File: src/rtl/rot_arb_pkg.sv
// Shared types and constants for the two-requester rotator arbiter.
package rot_arb_pkg;

  localparam int DATA_W = 8;
  localparam int AMT_W  = $clog2(DATA_W);
  localparam int N_REQ  = 2;
  localparam int CNT_W  = 16;

  typedef enum logic [1:0] {IDLE, ROT, DONE} rot_state_t;

  typedef struct packed {
    logic [DATA_W-1:0] data;
    logic [AMT_W-1:0]  amt;
    logic              lr;
  } rot_req_t;

endpackage

File: src/rtl/rot_core.sv
// Combinational log-stage rotator; left rotation reuses the right-rotate
// chain by bit-reversing the word before and after it.
module rot_core #(
  parameter int DATA_W = 8,
  parameter int AMT_W  = $clog2(DATA_W)
) (
  input  logic [DATA_W-1:0] word,
  input  logic [AMT_W-1:0]  amt,
  input  logic              lr,
  output logic [DATA_W-1:0] rotated
);

  function automatic logic [DATA_W-1:0] bit_rev(input logic [DATA_W-1:0] v);
    for (int i = 0; i < DATA_W; i++) bit_rev[i] = v[DATA_W-1-i];
  endfunction

  logic [DATA_W-1:0] chain;

  always_comb begin
    chain = lr ? bit_rev(word) : word;
    // Stage k rotates right by 2^k when amt[k] is set.
    for (int k = 0; k < AMT_W; k++) begin
      if (amt[k]) chain = (chain >> (1 << k)) | (chain << (DATA_W - (1 << k)));
    end
  end

  assign rotated = lr ? bit_rev(chain) : chain;

endmodule

File: src/rtl/rot_arbiter.sv
// Round-robin arbiter sharing one rotator between two valid/ready requesters.
// Optional per-requester grant counters are enabled by defining ROT_ARB_STATS_EN.
module rot_arbiter #(
  parameter int DATA_W = 8,
  parameter int AMT_W  = $clog2(DATA_W)
) (
  input  logic                                clk,
  input  logic                                reset,
  input  logic [rot_arb_pkg::N_REQ-1:0]        req_valid,
  output logic [rot_arb_pkg::N_REQ-1:0]        req_ready,
  input  logic [rot_arb_pkg::N_REQ*DATA_W-1:0] req_data,
  input  logic [rot_arb_pkg::N_REQ*AMT_W-1:0]  req_amt,
  input  logic [rot_arb_pkg::N_REQ-1:0]        req_lr,
  output logic                                rsp_valid,
  input  logic                                rsp_ready,
  output logic [DATA_W-1:0]                   rsp_data,
`ifdef ROT_ARB_STATS_EN
  output logic [rot_arb_pkg::N_REQ*rot_arb_pkg::CNT_W-1:0] grant_cnt,
`endif
  output logic                                rsp_id
);

  import rot_arb_pkg::*;

  rot_state_t        state;
  logic              last_grant;
  logic              grant;
  logic              fire;
  logic [DATA_W-1:0] op_data;
  logic [AMT_W-1:0]  op_amt;
  logic              op_lr;
  logic              op_id;
  logic [DATA_W-1:0] core_out;

  // NOTE: every signal written in always_comb gets a default first, so no path leaves it unassigned and no latch is inferred.
  always_comb begin
    grant = 1'b0;
    if (req_valid == 2'b11) grant = ~last_grant;
    else if (req_valid[1])  grant = 1'b1;
  end

  // Only the granted requester sees ready, and only while idle and out of reset.
  assign req_ready = (!reset && state == IDLE) ? (req_valid & (grant ? 2'b10 : 2'b01)) : 2'b00;
  assign fire      = |req_ready;

  rot_core #(.DATA_W(DATA_W), .AMT_W(AMT_W)) u_core (
    .word    (op_data),
    .amt     (op_amt),
    .lr      (op_lr),
    .rotated (core_out)
  );

  // NOTE: sequential state uses non-blocking assignments so every register samples pre-edge values.
  always_ff @(posedge clk or posedge reset) begin
    if (reset) begin
      state      <= IDLE;
      last_grant <= 1'b1;
      // NOTE: operand registers are reset as well so the datapath never carries X after an abort.
      op_data    <= '0;
      op_amt     <= '0;
      op_lr      <= 1'b0;
      op_id      <= 1'b0;
      rsp_valid  <= 1'b0;
      rsp_data   <= '0;
      rsp_id     <= 1'b0;
    end else begin
      case (state)
        IDLE: begin
          if (fire) begin
            op_data    <= grant ? req_data[DATA_W +: DATA_W] : req_data[0 +: DATA_W];
            op_amt     <= grant ? req_amt[AMT_W +: AMT_W] : req_amt[0 +: AMT_W];
            op_lr      <= req_lr[grant];
            op_id      <= grant;
            last_grant <= grant;
            state      <= ROT;
          end
        end
        ROT: begin
          rsp_data  <= core_out;
          rsp_id    <= op_id;
          rsp_valid <= 1'b1;
          state     <= DONE;
        end
        DONE: begin
          if (rsp_ready) begin
            rsp_valid <= 1'b0;
            state     <= IDLE;
          end
        end
        default: state <= IDLE;
      endcase
    end
  end

`ifdef ROT_ARB_STATS_EN
  logic [CNT_W-1:0] cnt [N_REQ];

  always_ff @(posedge clk or posedge reset) begin
    if (reset) begin
      for (int i = 0; i < N_REQ; i++) cnt[i] <= '0;
    end else if (fire && cnt[grant] != {CNT_W{1'b1}}) begin
      cnt[grant] <= cnt[grant] + 1'b1;
    end
  end

  assign grant_cnt = {cnt[1], cnt[0]};
`endif

endmodule

File: config.mk
export PLATFORM = sky130hd
export DESIGN_NAME = rot_arbiter
export DESIGN_NICKNAME = d
export VERILOG_FILES = /design/src/rtl/rot_arb_pkg.sv /design/src/rtl/rot_core.sv /design/src/rtl/rot_arbiter.sv
export SDC_FILE = /design/constraint.sdc
export NUM_CORES = 1
export LEC_CHECK = 0
export BUFFER_PORTS_ARGS = -buffer_cell sky130_fd_sc_hd__buf_4
export CORE_MARGIN = 10
export CORE_UTILIZATION = 30
export CTS_BUF_LIST = sky130_fd_sc_hd__clkbuf_2
export DETAILED_ROUTE_END_ITERATION = 6
export SETUP_SLACK_MARGIN = 0.2
export SYNTH_ARGS = -nofsm -noshare
export SYNTH_HDL_FRONTEND = slang
export SYNTH_SLANG_ARGS = --single-unit
File: constraint.sdc
create_clock -name clk -period 1.67 [get_ports clk]
set_input_delay 0.334 -clock clk [delete_from_list [all_inputs] [get_ports clk]]
set_output_delay 0.334 -clock clk [all_outputs]
set_load 0.05 [all_outputs]
Word level (Yosys, flattened, before mapping). Cells that the tools add are included.

Flip-flop bits (word level): 26. Word-level logic and storage cells: 46. Input bits: 29. Output and inout bits: 12.

$lt $le $gt $ge: 1. Bitwise operators: 5. Eq/ne operators: 5. Reductions and logical operators: 8. Muxes and demuxes: 18.

Operators by type and width (number): 8-bit two-way mux (6); 2-bit two-way mux (4); 4-bit by 8-bit bitwise OR with 8-bit output (1); 6-bit by 8-bit bitwise OR with 8-bit output (1); 7-bit by 8-bit bitwise OR with 8-bit output (1); 2-bit case mux with 3 select lines (1); 2-bit AND reduction (3); 1-bit two-way mux (5); 2-bit == test, second input constant (2); 2-bit != test, second input constant (2); 3-bit two-way mux (1); 2-bit bitwise AND (1); 2-bit by 1-bit == test with 1-bit output, second input constant (1); 2-bit logical NOT (1); 1-bit by 2-bit < comparator with 1-bit output, second input constant (1); 1-bit case mux with 2 select lines (1); 2-bit nonzero test (1); 2-bit OR reduction (1); 1-bit logical AND (1); 1-bit logical NOT (1); 1-bit inverter (1).

Longest topological paths before layout. Gate-level depths: netlist (run 1).

Depth in word-level cells: 8. Mapped depth: 6. Mapped depth without buffers: 4.

Cells and area by module. A second synthesis (run 1) with hierarchy kept.

Cell total of the unflattened synthesis: 121. Area total of the unflattened synthesis: 1666.6 µm².

By module, submodules not included: rot_arbiter (cells each 83, area each 1122.3 µm², times used 1, seq. area each 651.9 µm²); rot_core (cells each 38, area each 544.3 µm², times used 1, seq. area each 0.0 µm²).

Least setup slack after synthesis (run 1). No wires, ideal clock.

Path kind: register to output. From: reg last_grant. To: out req_ready[0] in the netlist's numbering. Data required time: 1.336 ns. Arrival time: 1.564 ns. Slack: -0.228 ns. Stages on the path, launching flop included: 4. Path buffers: 1. Cell sequence: dfstp_2 > a21boi_1 > buf_2 > nor2_1.

Word-level cells in the longest chain between the ends: 5.

RTL lines: start: declaration (line rot_arbiter.sv:26) `logic last_grant;`; start signal: assignment (line rot_arbiter.sv:74) `last_grant <= grant;`; 1-bit inverter (line rot_arbiter.sv:38) `if (req_valid == 2'b11) grant = ~last_grant;`; 1-bit two-way mux (line rot_arbiter.sv:38); 2-bit two-way mux (line rot_arbiter.sv:43) `assign req_ready = (!reset && state == IDLE) ? (req_valid & (grant ? 2'b10 : 2'b01)) : 2'b00;`; 2-bit bitwise AND (line rot_arbiter.sv:43); 2-bit two-way mux (line rot_arbiter.sv:43); end: declaration (line rot_arbiter.sv:10) `output logic [rot_arb_pkg::N_REQ-1:0] req_ready,`.

No other way between the ends.

Worst setup path after layout (run 1).
From: reg op_lr. To: reg rsp_data[0].

Word-level cells in the longest chain between the ends: 8.

RTL lines: start: declaration (line rot_arbiter.sv:31) `logic op_lr;`; start signal: assignment (line rot_arbiter.sv:72) `op_lr <= req_lr[grant];`; 8-bit two-way mux (line rot_core.sv:20) `chain = lr ? bit_rev(word) : word;`; 7-bit by 8-bit bitwise OR with 8-bit output (line rot_core.sv:23) `if (amt[k]) chain = (chain >> (1 << k)) | (chain << (DATA_W - (1 << k)));`; 8-bit two-way mux (line rot_core.sv:23); 6-bit by 8-bit bitwise OR with 8-bit output (line rot_core.sv:23); 8-bit two-way mux (line rot_core.sv:23); 4-bit by 8-bit bitwise OR with 8-bit output (line rot_core.sv:23); 8-bit two-way mux (line rot_core.sv:23); 8-bit two-way mux * (line rot_core.sv:27) `assign rotated = lr ? bit_rev(chain) : chain;`; end signal: assignment (line rot_arbiter.sv:79) `rsp_data <= core_out;`; end: declaration (line rot_arbiter.sv:16) `output logic [DATA_W-1:0] rsp_data,`.

Every way passes the cells marked *; elsewhere a longest branch is shown, timed or not. A chain may end at the register's enable or synchronous reset.

==> out/results.tsv, run 1 <==
metric	value	unit
worst vdd ir	734	uV
first-pass GRT wire length	7170	um
failing checks	setup timing	
Final Setup Violations	10	
syn_nets	182	
CP startpoint kind	flop	
Synth warnings	0	
gr ovfl total	0	
terminus of the critical flop-to-flop path	rsp_data[0]$_DFFE_PP0P_	
DR WL/cell	15.9	um
Syn-to-layout area delta	46.0	%
post-synthesis register bit count	26	
Total Routed Length	4510	um
post-DP HPWL	3250	um
Core Box Area	0.00554	mm^2
Residual DRC	0	
layout cell share with drive strength beyond 1	56.9	%
CTS Sinks	26	
ANT nets after route	0	
largest net degree at the start of global routing	26	
Synth top area share	36.5	%
relative slew slack	80.1	%
crit path capture type	flop	
final setup TNS	-1420	ps
initial core utilization	31.0	%
sequential share of the synthesized area	38.0	%
antenna violations before repair	0	
TritonCTS clock tree	done	
Max clock buf depth	2	
gr usage total	9.67	%
largest cells by area after synthesis	dfrtp_1, mux4_2, mux2i_1	
number of global-route vias before repair	1514	
Final Non-Filler Cells	283	
count leader, synth	dfrtp_1	
Final WS setup	-189	ps
Cells after Synth	153	
crit path from	op_lr$_DFFE_PP0P_	
initial DRC count	35	
status	finished, violations left	
Post-Route Skew	3.23	ps
# port buffers	40	
# placed instances	267	
height of the die	95.6	um
FF-to-FF path depth	5	
Max-Cap Viols	0	
Leak	0.00107	uW
top sig layer	met4	
Worst Max-Slew Pin Slew	290	ps
Critical Path RT	1960	ps
utilization after layout	45.2	%
met3 wire len	196	um
ys flop type	dfrtp_1	
CTS root buf	clkbuf_2	
ys async rst share	100	%
M1 WL	1960	um
Post-synth EDFFs	0	
Final min period	1860	ps
R2R setup slack	-190	ps
Worst-path clk slew	250	ps
Hold Worst Slack	110	ps
H-Tree Depth	1	
Final period util	111	%
worst r2r src	op_lr$_DFFE_PP0P_	
Post-synth top cells	dfrtp_1, mux2i_1, a21oi_1	
Row Count	27	
Max Clk Rate	538	MHz
met2 routed WL	2280	um
syn avg cell area	11.2	um^2
power per cell area	1850	mW/mm^2
Worst Hold Class	in2reg	
Netlist Area Pre-Place	0.00172	mm^2
crit-path max FO	14	
WS Path Type	reg2reg	
Die Area	0.00914	mm^2
CTS buffer count	3	
number of diodes	0	
Final Hold Viols	0	
Max Slew Vio Count	0	
num ports	41	
area leader, netlist	dfrtp_1	
GPL Wtd Cong	0.836	
Worst-Skew Late Latency	360	ps
Nets	241	
Pre-antenna DRT Iters	4	
Critical Path End	rsp_data[0]$_DFFE_PP0P_	
Via-to-Cell Ratio	5.18	
via count	1467	
crit path DAT	2150	ps
distinct cell type count after synthesis	30	
die width	95.6	um
RSZ-0062 raised after global routing	true	
-- worst max-delay path: stages (launching register included) --
cell and delay (ps):
dfrtp_1 470, buf_12 170, mux2i_2 170, mux4_2 510, and2b_4 190, o311ai_1 260
-- worst min-delay path by stage --
stage                       endpoint       from  depth (start not counted)  slack [ps]
2_1_floorplan  op_amt[1]$_DFFE_PP0P_      reset                          1         370
3_3_place_gp      rsp_id$_DFFE_PP0P_      reset                          3         370
3_5_place_dp      rsp_id$_DFFE_PP0P_      reset                          3         370
4_1_cts         state[1]$_DFFE_PP0P_  rsp_ready                          2          90
5_1_grt         state[1]$_DFFE_PP0P_  rsp_ready                          2          80
6_report        state[1]$_DFFE_PP0P_  rsp_ready                          2         110
-- repair_timing --
item / in CTS / in global routing
hold buffers: 1 / 0
resized for setup: 15 / 30
hold endpoints to repair: 25 / 0
pin swaps: 3 / 1
cloned: 0 / 2
setup endpoints to repair: 10 / 22
setup buffers: 5 / 4
-- sequential cells by signal, summed over array words and instances, names as in the netlist --
signal and count:
rsp_id 1, rsp_valid 1, op_amt 3, op_data 8, rsp_data 8, op_id 1, last_grant 1, op_lr 1
state 2
-- cells in the final DEF, fill, tap and decap left out, types with 2 or more instances in the layout --
cell,n
a21oi_1,8
a21oi_2,10
mux2i_1,19
buf_6,3
a211oi_2,4
nor2_2,4
clkbuf_16,2
a221o_1,4
nor2_1,4
clkbuf_2,3
inv_1,3
nand2b_1,6
mux2_1,2
buf_12,3
mux4_2,12
dfrtp_1,24
and2_4,2
mux2_4,3
o211ai_1,4
nand2_1,5
buf_4,54
nor2_4,9
mux2i_2,2
o311ai_1,4
-- per-stage QoR --
stage	total power (uW)	cell area [um^2]	setup WS (ps)
detailed placement	3960	2190	-152
CTS	4340	2300	-189
global placement	3900	2190	-93.3
floorplan	3250	1740	-115
finish	4640	2500	-189
global route	4950	2500	-288
-- final cells by class --
class                      instances  area [um^2]
fill                             520         3040
multi-input combinational        114         1160
sequential                        26          653
timing repair buffer              64          574
tap                               72         90.1
clock buffer                       3         15.0
inverter                           3         11.3
clock inverter                     1         3.75
-- per-layer routing --
metal  global-route usage, %  up-vias
met5                       0        -
met4                    4.91        0
li1                        -      699
met3                    2.28        7
met2                    15.9       39
met1                    11.6      722
-- cells by family after synthesis --
kind of cell           synth area share [%]
AOI/OAI and AO/OA                      15.1
muxes                                  31.9
and+or+nand+nor                        10.4
DFF                                    38.0
buffers and inverters                  4.59
-- power by group --
part	internal [uW]	total, uW	leakage, uW	switching, uW
clock	52.0	251	0.0000140	199
combinational	1570	3100	0.000759	1530
sequential	917	1290	0.000299	376
total	2540	4640	0.00107	2100
No activity file was read; power rests on OpenSTA's default activity.
==> run 2, diff against run 1 <==
--- a/config.mk
+++ b/config.mk
@@ -10,6 +10,8 @@
 export CORE_UTILIZATION = 30
 export CTS_BUF_LIST = sky130_fd_sc_hd__clkbuf_2
 export DETAILED_ROUTE_END_ITERATION = 6
+export GPL_TIMING_DRIVEN = 0
+export PLACE_DENSITY = 0.61
 export SETUP_SLACK_MARGIN = 0.2
 export SYNTH_ARGS = -nofsm -noshare
 export SYNTH_HDL_FRONTEND = slang
==> out/results.tsv, run 2 (synthesized netlist as in run 1, its figures left out) <==
metric	value	unit
Worst path top cell family by delay	multiplexers	
WS Path Type	reg2reg	
commonest non-fill, non-tap cells in the layout	buf_4, dfrtp_1, mux2i_1	
worst path bufs/invs	2	
H-Tree Depth	1	
Max clock buf depth	2	
Max-Cap Viols	0	
Leak	0.00109	uW
num ports	41	
first-pass GRT wire length	7390	um
hold path depth	2	
Pre-antenna DRT Iters	4	
via count	1449	
Via-to-Cell Ratio	5.08	
Die Area	0.00914	mm^2
Residual DRC	0	
Nets	243	
worst path cell trace	buf_6 -> buf_12 -> mux2_4 -> mux4_2 -> o211ai_1 -> o311ai_1	
CP startpoint kind	flop	
CTS Sinks	26	
gr ovfl total	0	
# port buffers	40	
FF-to-FF path depth	6	
Max Clk Rate	513	MHz
CTS root buf	clkbuf_2	
die width	95.6	um
Max Slew Vio Count	0	
Post-Route Skew	27.2	ps
Core Box Area	0.00554	mm^2
# placed instances	265	
commonest non-fill, non-tap cell in the layout	buf_4	
worst vdd ir	673	uV
DR WL/cell	15.3	um
layout cell share with drive strength beyond 1	56.8	%
Syn-to-layout area delta	46.7	%
Final period util	117	%
biggest regs	op_data: 8 flops, rsp_data: 8 flops, op_amt: 3 flops	
CTS buffer count	3	
slowest stage delay, CP	500	ps
Hold Worst Slack	81.7	ps
worst r2r src	op_lr$_DFFE_PP0P_	
ANT nets after route	0	
largest net degree at the start of global routing	27	
Total Routed Length	4370	um
Row Count	27	
number of global-route vias before repair	1569	
Worst Max-Slew Pin Slew	985	ps
number of diodes	0	
power per cell area	1870	mW/mm^2
relative slew slack	34.2	%
R2R setup slack	-280	ps
TritonCTS clock tree	done	
crit-path max FO	7	
Worst-Skew Late Latency	380	ps
crit path capture type	flop	
Critical Path RT	1930	ps
Worst-path clk slew	280	ps
post-DP HPWL	3300	um
GPL Wtd Cong	0.845	
Final Setup Violations	10	
Total Power	4710	uW
failing checks	setup timing	
Final Hold Viols	0	
gr usage total	9.96	%
antenna violations before repair	0	
Worst Hold Class	in2reg	
initial core utilization	31.0	%
Final WS setup	-279	ps
DP Worst Slack	-239	ps
Final min period	1950	ps
Hold Path Origin	rsp_ready	
status	finished, violations left	
RSZ-0062 raised after global routing	true	
crit path DAT	2210	ps
height of the die	95.6	um
terminus of the critical flop-to-flop path	rsp_data[4]$_DFFE_PP0P_	
initial DRC count	69	
fillers	550	
Final Non-Filler Cells	285	
slowest CP cell	mux4_2	
Post-CTS Hold Fix Bufs	0	
Hold EP	state[1]$_DFFE_PP0P_	
## run 2: final cells by class
cell class                 instances  area [um^2]  area share (%)
tap                               72         90.1            3.58
clock inverter                     1         30.0            1.19
buffer                            10          113            4.48
multi-input combinational        114         1140            45.3
inverter                           3         11.3           0.448
sequential                        26          654            26.0
timing repair buffer              56          464            18.4
clock buffer                       3         15.0           0.597
## run 2: metal layers
layer	track usage [%]	vias up	part of all wire [%]
met5	0	-	0
met4	2.83	0	0.89
met2	17.4	37	51
met1	11.5	707	42
li1	-	701	-
met3	2.91	4	5.9
## run 2: how the worst max path moves through the flow
stage | startpoint | end | slack [ps] | cells after the start
final | op_lr$_DFFE_PP0P_ | rsp_data[4]$_DFFE_PP0P_ | -280 | 6
after global placement | op_lr$_DFFE_PP0P_ | rsp_data[6]$_DFFE_PP0P_ | -220 | 6
after floorplan | op_lr$_DFFE_PP0P_ | rsp_data[4]$_DFFE_PP0P_ | -110 | 6
after CTS | op_lr$_DFFE_PP0P_ | rsp_data[4]$_DFFE_PP0P_ | -290 | 6
after global routing | op_lr$_DFFE_PP0P_ | rsp_data[4]$_DFFE_PP0P_ | -360 | 6
after detailed placement | op_lr$_DFFE_PP0P_ | rsp_data[4]$_DFFE_PP0P_ | -240 | 6
## run 2: repair_timing
action,in CTS,in global routing
buffers inserted,8,7
cloned,0,1
gates resized for setup,20,40
pin swaps,6,9
endpoints found under the setup margin,24,20
## run 2: power breakdown
part	internal, uW	total, uW	switching, uW
clock	206	410	204
sequential	919	1230	314
combinational	1530	3070	1540
total	2650	4710	2060
## run 2: stage by stage
| stage | instance area, um^2 | util, % | TNS (ps) |
|---|---|---|---|
| 2_1_floorplan | 1740 | - | -456 |
| 3_3_place_gp | 2130 | 38.5 | -1770 |
| 3_5_place_dp | 2130 | 38.5 | -1920 |
| 4_1_cts | 2310 | 41.7 | -2060 |
| 5_1_grt | 2520 | 45.4 | -2930 |
| 6_report | 2520 | 45.4 | -2220 |
==> run 3, diff against run 2 <==
--- a/config.mk
+++ b/config.mk
@@ -12,6 +12,7 @@
 export DETAILED_ROUTE_END_ITERATION = 6
 export GPL_TIMING_DRIVEN = 0
 export PLACE_DENSITY = 0.61
+export RECOVER_POWER = 25
 export SETUP_SLACK_MARGIN = 0.2
 export SYNTH_ARGS = -nofsm -noshare
 export SYNTH_HDL_FRONTEND = slang
==> out/results.tsv, run 3 (synthesized netlist as in run 1, its figures left out) <==
metric	value	unit
TritonCTS clock tree	done	
DR WL/cell	15.3	um
Max clock buf depth	2	
status	finished, violations left	
height of the die	95.6	um
Worst Hold Class	in2reg	
Via-to-Cell Ratio	5.08	
Row Count	27	
# port buffers	40	
Post-Route Skew	26.2	ps
crit path capture type	flop	
GPL Wtd Cong	0.845	
CP startpoint kind	flop	
num ports	41	
initial DRC count	77	
Nets	243	
commonest non-fill, non-tap cells in the layout	buf_4, dfrtp_1, mux2i_1	
design area	0.00251	mm^2
Cell Area, Placed	0.00213	mm^2
Final Hold Viols	0	
number of global-route vias before repair	1569	
relative slew slack	34.3	%
Die Area	0.00914	mm^2
Pre-antenna DRT Iters	4	
commonest non-fill, non-tap cell in the layout	buf_4	
Max Clk Rate	514	MHz
biggest regs	op_data: 8 flops, rsp_data: 8 flops, op_amt: 3 flops	
gr usage total	9.96	%
WS Path Type	reg2reg	
antenna violations before repair	0	
largest net degree at the start of global routing	27	
Final WS setup	-277	ps
die width	95.6	um
utilization after layout	45.3	%
H-Tree Depth	1	
Final Setup Violations	10	
Worst-path clk slew	280	ps
Critical Path RT	1930	ps
Max Slew Vio Count	0	
Final period util	117	%
Residual DRC	0	
ANT nets after route	0	
number of diodes	0	
Core Box Area	0.00554	mm^2
crit path DAT	2210	ps
crit-path max FO	7	
worst vdd ir	673	uV
Worst Max-Slew Pin Slew	985	ps
Leak	0.00109	uW
layout cell share with drive strength beyond 1	56.3	%
via count	1447	
Storage cell area	654	um^2
fillers	550	
first-pass GRT wire length	7390	um
Worst-Skew Late Latency	380	ps
Total Routed Length	4370	um
Max-Cap Viols	0	
power per cell area	1870	mW/mm^2
post-DP HPWL	3300	um
CTS Sinks	26	
gr ovfl total	0	
CTS root buf	clkbuf_2	
CTS buffer count	3	
Syn-to-layout area delta	46.5	%
area of the multi-input gates	0.00114	mm^2
Final min period	1950	ps
initial core utilization	31.0	%
R2R setup slack	-280	ps
RSZ-0062 raised after global routing	true	
failing checks	setup timing	
[run 3: cell count changes in the layout (fill, tap and decap cells not counted), sizes merged]
cell / delta
buf: -1
clkbuf: +1
[run 3: final timing paths]
path	from	endpoint	cells past startpoint
min reg2reg	op_id$_DFFE_PP0P_	op_id$_DFFE_PP0P_	1
max reg2reg	op_lr$_DFFE_PP0P_	rsp_data[4]$_DFFE_PP0P_	6
max	op_lr$_DFFE_PP0P_	rsp_data[4]$_DFFE_PP0P_	6
min	rsp_ready	state[1]$_DFFE_PP0P_	2
max in group asynchronous	reset	op_amt[0]$_DFFE_PP0P_	2
min in group asynchronous	reset	rsp_id$_DFFE_PP0P_	2
[run 3: area by class of cell]
cell class                 count  share of cell area (%)
clock inverter                 1                    1.20
buffer                        10                    4.48
clock buffer                   3                   0.598
tap                           72                    3.59
sequential                    26                    26.0
timing repair buffer          56                    18.3
multi-input combinational    114                    45.3
inverter                       3                   0.448
[run 3: critical path, cell delays in order, from the launching register on]
cell and delay, ps:
dfrtp_1 450, buf_6 140, buf_12 130, mux2_4 300, mux4_2 500, o211ai_1 190, o311ai_1 130
[run 3: what timing repair did]
action                                  in CTS  in global routing
pin swaps                                    6                  9
gates resized for setup                     20                 40
setup buffers                                8                  7
hold buffers                                 0                  0
cloned                                       0                  1
endpoints found under the setup margin      24                 20
[run 3: stage by stage]
| stage | setup TNS, ps | instances | hold WS, ps | setup slack, ps | power (uW) |
|---|---|---|---|---|---|
| after CTS | -2060 | 277 | 84.1 | -290 | 4480 |
| after global routing | -2930 | 285 | 61.7 | -356 | 5050 |
| final | -2220 | 285 | 81.6 | -277 | 4710 |
| after global placement | -1770 | 265 | 459 | -216 | 3840 |
| after detailed placement | -1920 | 265 | 471 | -239 | 3900 |
| after floorplan | -456 | 153 | 373 | -115 | 3250 |
[run 3: per-layer routing]
layer / up-vias / share of wire, % / global-route usage, %
met2: 35 / 51 / 17.4
met4: 0 / 0.89 / 2.83
met1: 707 / 42 / 11.5
li1: 701 / - / -
met5: - / 0 / 0
met3: 4 / 5.8 / 2.91
[run 3: power by group]
group          internal [uW]  leakage (uW)  switching [uW]  total (uW)
combinational           1530      0.000767            1540        3070
clock                    206     0.0000266             204         410
sequential               919      0.000298             315        1230
